## src/rtl/pcie_rq_tag_mgr.sv

```systemverilog
// Read-request tag allocator for a PCIe requester: hands out the lowest free tag,
// tracks the dwords still owed per tag, and retires the tag when its completions add up.
module pcie_rq_tag_mgr #(
  parameter int TAG_WIDTH = 5,
  parameter int LEN_WIDTH = 11
) (
  input  logic                 clk,
  input  logic                 reset,
  input  logic                 req_vld,
  input  logic [LEN_WIDTH-1:0] req_len,
  output logic                 req_rdy,
  output logic [TAG_WIDTH-1:0] req_tag,
  input  logic                 cpl_vld,
  input  logic [TAG_WIDTH-1:0] cpl_tag,
  input  logic [LEN_WIDTH-1:0] cpl_len,
  output logic                 done_vld,
  output logic [TAG_WIDTH-1:0] done_tag,
  output logic [TAG_WIDTH:0]   outstanding,
  output logic                 err_unexp,
  output logic                 err_overrun
);

  localparam int N = 1 << TAG_WIDTH;
  // A zero length field stands for the maximum transfer (1024 DW with the default width).
  localparam logic [LEN_WIDTH:0] MAX_LEN = (LEN_WIDTH + 1)'(1) << (LEN_WIDTH - 1);

  logic [N-1:0]       busy;
  logic [LEN_WIDTH:0] remaining [N];

  logic [LEN_WIDTH:0] req_len_ext;
  logic [LEN_WIDTH:0] cpl_len_ext;
  logic [LEN_WIDTH:0] cpl_rem;
  logic               alloc;
  logic               cpl_hit;
  logic               cpl_fin;
  logic               cpl_over;

  always_comb begin
    req_rdy = ~&busy;
    req_tag = '0;
    for (int i = N - 1; i >= 0; i--) begin
      if (!busy[i]) req_tag = TAG_WIDTH'(i);
    end
  end

  always_comb begin
    req_len_ext = (req_len == '0) ? MAX_LEN : {1'b0, req_len};
    cpl_len_ext = (cpl_len == '0) ? MAX_LEN : {1'b0, cpl_len};
    cpl_rem     = remaining[cpl_tag];
    alloc       = req_vld & req_rdy;
    cpl_hit     = cpl_vld & busy[cpl_tag];
    cpl_fin     = cpl_hit & (cpl_len_ext >= cpl_rem);
    cpl_over    = cpl_hit & (cpl_len_ext > cpl_rem);
  end

  // The granted tag is always free and the completed tag always busy, so the two updates never collide.
  always_ff @(posedge clk) begin
    if (reset) begin
      busy        <= '0;
      for (int i = 0; i < N; i++) remaining[i] <= '0;
      done_vld    <= 1'b0;
      done_tag    <= '0;
      outstanding <= '0;
      err_unexp   <= 1'b0;
      err_overrun <= 1'b0;
    end else begin
      done_vld <= cpl_fin;
      if (cpl_fin) done_tag <= cpl_tag;

      if (alloc) begin
        busy[req_tag]      <= 1'b1;
        remaining[req_tag] <= req_len_ext;
      end

      if (cpl_hit) begin
        if (cpl_fin) begin
          busy[cpl_tag]      <= 1'b0;
          remaining[cpl_tag] <= '0;
        end else begin
          remaining[cpl_tag] <= cpl_rem - cpl_len_ext;
        end
      end

      if (cpl_vld && !busy[cpl_tag]) err_unexp <= 1'b1;
      if (cpl_over) err_overrun <= 1'b1;

      case ({alloc, cpl_fin})
        2'b10:   outstanding <= outstanding + (TAG_WIDTH + 1)'(1);
        2'b01:   outstanding <= outstanding - (TAG_WIDTH + 1)'(1);
        default: outstanding <= outstanding;
      endcase
    end
  end

endmodule
```

## config.mk

```make
export PLATFORM = sky130hd
export DESIGN_NAME = pcie_rq_tag_mgr
export DESIGN_NICKNAME = d
export VERILOG_FILES = /design/src/rtl/pcie_rq_tag_mgr.sv
export SDC_FILE = /design/constraint.sdc
export NUM_CORES = 1
export LEC_CHECK = 0
export ABC_CLOCK_PERIOD_IN_PS = 12340
export BUFFER_PORTS_ARGS = -buffer_cell sky130_fd_sc_hd__buf_2
export CORE_MARGIN = 2
export CORE_UTILIZATION = 30
export CTS_BUF_LIST = sky130_fd_sc_hd__clkbuf_8
export CTS_CLUSTER_SIZE = 40
export DETAILED_ROUTE_END_ITERATION = 10
export RECOVER_POWER = 25
export SYNTH_ARGS = -nofsm -noshare
export SYNTH_HDL_FRONTEND = slang
export SYNTH_SLANG_ARGS = --single-unit
```

## constraint.sdc

```tcl
create_clock -name clk -period 12.34 [get_ports clk]
set_input_delay 0.617 -clock clk [delete_from_list [all_inputs] [get_ports clk]]
set_output_delay 0.617 -clock clk [all_outputs]
set_load 0.01 [all_outputs]
```

==> summary.md <==
| Metric | Value |
|---|---|
| Async S/R FF share, synth | `0%` |
| # nets final | `1833` |
| CP Data Required Time | `12.95 ns` |
| Share of cells above drive strength 1 | `16.4%` |
| Final setup fails | `0` |
| Register area share after synthesis | `55.8%` |
| Post-CTS Setup Inserts | `0` |
| Final total power | `0.00336 W` |
| Layout filler cell count | `7390` |
| Worst VDD drop | `0.0000740 V` |
| Crit path time final | `7.77 ns` |
| Failing checks | `max-capacitance violations, max-slew violations` |
| DIE AREA | `0.0766 sq mm` |
| Die Span X | `277 microns` |
| Vias in the first global route | `17600` |
| First-pass GRT wire length | `126 mm` |
| Pre-antenna DRT Iters | `5` |
| Clk root buf | `clkbuf_8` |
| Crit-path cells | `buf_6, clkbuf_1, mux2i_1, o22ai_1, o41ai_1, o2bb2ai_2, clkbuf_1, nor3b_2, buf_4, ha_1, ha_1, a21o_1, a21oi_1, o21bai_1, a21oi_1, xnor2_1, or3_1, a21oi_1` |
| Max Cap Viol | `1` |
| P per Cell Area | `136 mW/mm^2` |
| CTS Buf Count | `75` |
| CP arrival | `8.38 ns` |
| Final setup TNS | `0 ns` |
| CP Buf/Inv Count | `4` |
| Antenna viol nets, final | `0` |
| Outcome | `finished with violations` |
| TritonCTS clock tree | `yes` |
| Share of the synthesized area in the top cell type | `51.6%` |
| Post-Syn Area | `0.0223 sq mm` |
| Sink Count | `430` |
| All-Layer GR Usage | `22.4%` |
| CTS H-tree depth | `3` |
| Ys Warns | `0` |
| Synth Area per Inst | `12.4 sq um` |
| FMAX | `129 MHz` |
| Boundary Pins | `51` |
| Clock Latency Late Sink | `0.70 ns` |
| Critical path's largest stage delay | `2.28 ns` |
| Footprint of the multi-input gates | `0.00885 sq mm` |
| Synth cell types | `80` |
| Max-slew violations | `41` |
| Synthesized Nets | `1855` |
| Slowest-stage cell, CP | `clkbuf_1` |
| Aggregate routed wire length | `88.3 mm` |
| FP Rows | `100` |
| Sequential Area | `0.0125 sq mm` |
| Worst setup SP type | `primary input` |
| Final hold violations | `0` |
| HP Class | `in -> reg` |
| IO Port Bufs | `50` |
| Unrepaired setup endpoints after global routing | `false` |
| Detailed-placement wirelength estimate | `58.6 mm` |
| Largest net degree at the start of global routing | `62` |
| Layout area overhead | `10.9%` |
| Routability cong. | `0.964` |
| Worst-path fanout max | `40` |
| Synth area leader | `edfxtp_1` |
| Initial core utilization | `30.2%` |
| Most frequent cell after synthesis | `edfxtp_1` |
| Post-Synthesis Cells | `1806` |
| Via count | `18100` |
| Leak | `8.10 nW` |
| Yosys reg bits | `430` |
| WL per Instance | `31.4 microns` |
| Post-synth top flop | `edfxtp_1` |
| Relative slew slack | `-112%` |
| Cells taking the most area after synthesis | `edfxtp_1 (52%), mux4_2 (8.9%), o22ai_1 (7.3%), dfxtp_1 (4.1%), nand2_1 (2.8%)` |
| Gr ovfl total | `0` |
| # DRC | `0` |
| EDFF count, synth | `384` |
| DR vias/cell | `6.44` |
| Critical path class | `in -> reg` |
| Critical path's top delay family | `buffers and inverters` |
| Core footprint | `0.0741 sq mm` |
| Worst-path clk slew | `0.06 ns` |
| Initial antenna violation count | `3` |
| Period utilization | `63.0%` |
| Detailed Route Iter0 Violations | `2872` |
| Die height | `277 microns` |
| CTS resizes | `0` |
| Least-Margin Pin Slew | `3.17 ns` |
| Setup skew after layout | `0.0412 ns` |
| Clock buffer depth | `3` |
| CP Capture Type | `flip-flop` |
| Synth top cells by count | `edfxtp_1 (384), o22ai_1 (262), nand2_1 (169), clkbuf_1 (111), nor2_1 (94)` |
| Cell mode on critical path | `a21oi_1` |
| Hold buffer count at CTS | `0` |
area by class of cell:
cell class	count	share of cell area, %
Antenna cell	2	0.0202
Sequential cell	430	50.3
Clock inverter	53	1.53
Tap cell	969	4.90
Inverter	40	0.606
Timing Repair Buffer	95	2.29
Clock buffer	83	4.61
Multi-Input combinational cell	1142	35.7
path summary, 6_finish.rpt:
| check | start | cells past startpoint | slack, ns | end |
|---|---|---|---|---|
| setup / recovery | cpl_tag[1] | 18 | 4.57 | outstanding[5] |
| hold / removal | cpl_vld | 3 | 0.29 | err_unexp |
| setup reg to reg | remaining[4][4] | 19 | 6.57 | outstanding[5] |
| hold reg to reg | err_unexp | 2 | 0.50 | err_unexp |
metrics by stage:
stage          cell area [sq um]  util, %  setup slack (ns)  hold WS [ns]  cells
4_1_cts                    24800     33.5              6.03         0.290   2812
6_report                   24800     33.4              4.57         0.287   2814
3_5_place_dp               23300     31.5              5.33         0.481   2676
3_3_place_gp               23300     31.5              5.30         0.447   2676
2_1_floorplan              22300        -              6.06         0.482   1806
5_1_grt                    24800     33.4              4.37         0.323   2814
metal layers:
| layer | share of wire (%) | track usage (%) | vias to the layer above | routed length (microns) |
|---|---|---|---|---|
| met5 | 0.015 | 0 | - | 13 |
| met1 | 38 | 30.7 | 9102 | 33200 |
| li1 | - | - | 7234 | - |
| met3 | 14 | 5.56 | 247 | 11900 |
| met2 | 43 | 32.5 | 1543 | 38000 |
| met4 | 5.8 | 12.3 | 2 | 5110 |
sequential cells by signal, summed over array words and instances (netlist names):
register and flops:
done_vld 1, err_unexp 1, busy 32, remaining 384
outstanding 6, err_overrun 1, done_tag 5
report_power, final:
group / internal [W] / total, W / leakage [nW] / switching, W
registers: 0.00163 / 0.00165 / 4.34 / 0.0000193
logic: 0.0000999 / 0.000339 / 2.89 / 0.000239
clock network: 0.000728 / 0.00137 / 0.867 / 0.000643
cell usage in the layout, fill, tap and decap left out, types with 6 or more instances in the layout:
master     Yosys  routed
a211o_1       11      11
a211oi_1      19      19
a21oi_1       44      44
a221o_1       12      12
a22o_1         8       8
a22oi_1       52      52
a2bb2o_1      30      30
a311oi_1       8       8
a31oi_1        6       6
and3_1        11      11
buf_2         55      30
buf_4         12      42
clkbuf_1     111      21
clkbuf_8       0      83
clkinv_1       1      11
dfxtp_1       46      46
edfxtp_1     384     384
ha_1          16      16
inv_1         39      66
mux2i_1       37      37
mux4_2        88      88
nand2_1      169     169
nand2b_1      15      15
nand3_1       24      24
nand3b_1       6       6
nand4_1       22      22
nor2_1        94      94
nor2b_1        7       7
nor3_1        13      11
nor4_1         9       9
o21ai_0       19      19
o21ai_1        8       8
o22ai_1      262     262
o2bb2ai_1     35      35
o32ai_1        8       8
or2_2          6       6
xnor2_1        8       8
xor2_1         6       6
worst min-delay path: stages:
cell,delay [ns]
buf_2,0.15
a21oi_1,0.08
nor2_1,0.07
kinds of logic (layout without fill, tap and decap cells):
kind of cell / after synthesis / count (layout) / share of synthesized area (%)
flops: 430 / 430 / 55.8
mux: 126 / 126 / 10.6
other cells: 0 / 2 / 0
buf+inv: 234 / 271 / 4.58
compound gates: 570 / 570 / 18.5
xor+xnor: 14 / 14 / 0.549
fa+ha+maj: 18 / 18 / 1.08
simple gates: 414 / 414 / 8.87
Note: power is estimated with default switching activity, not from simulation.
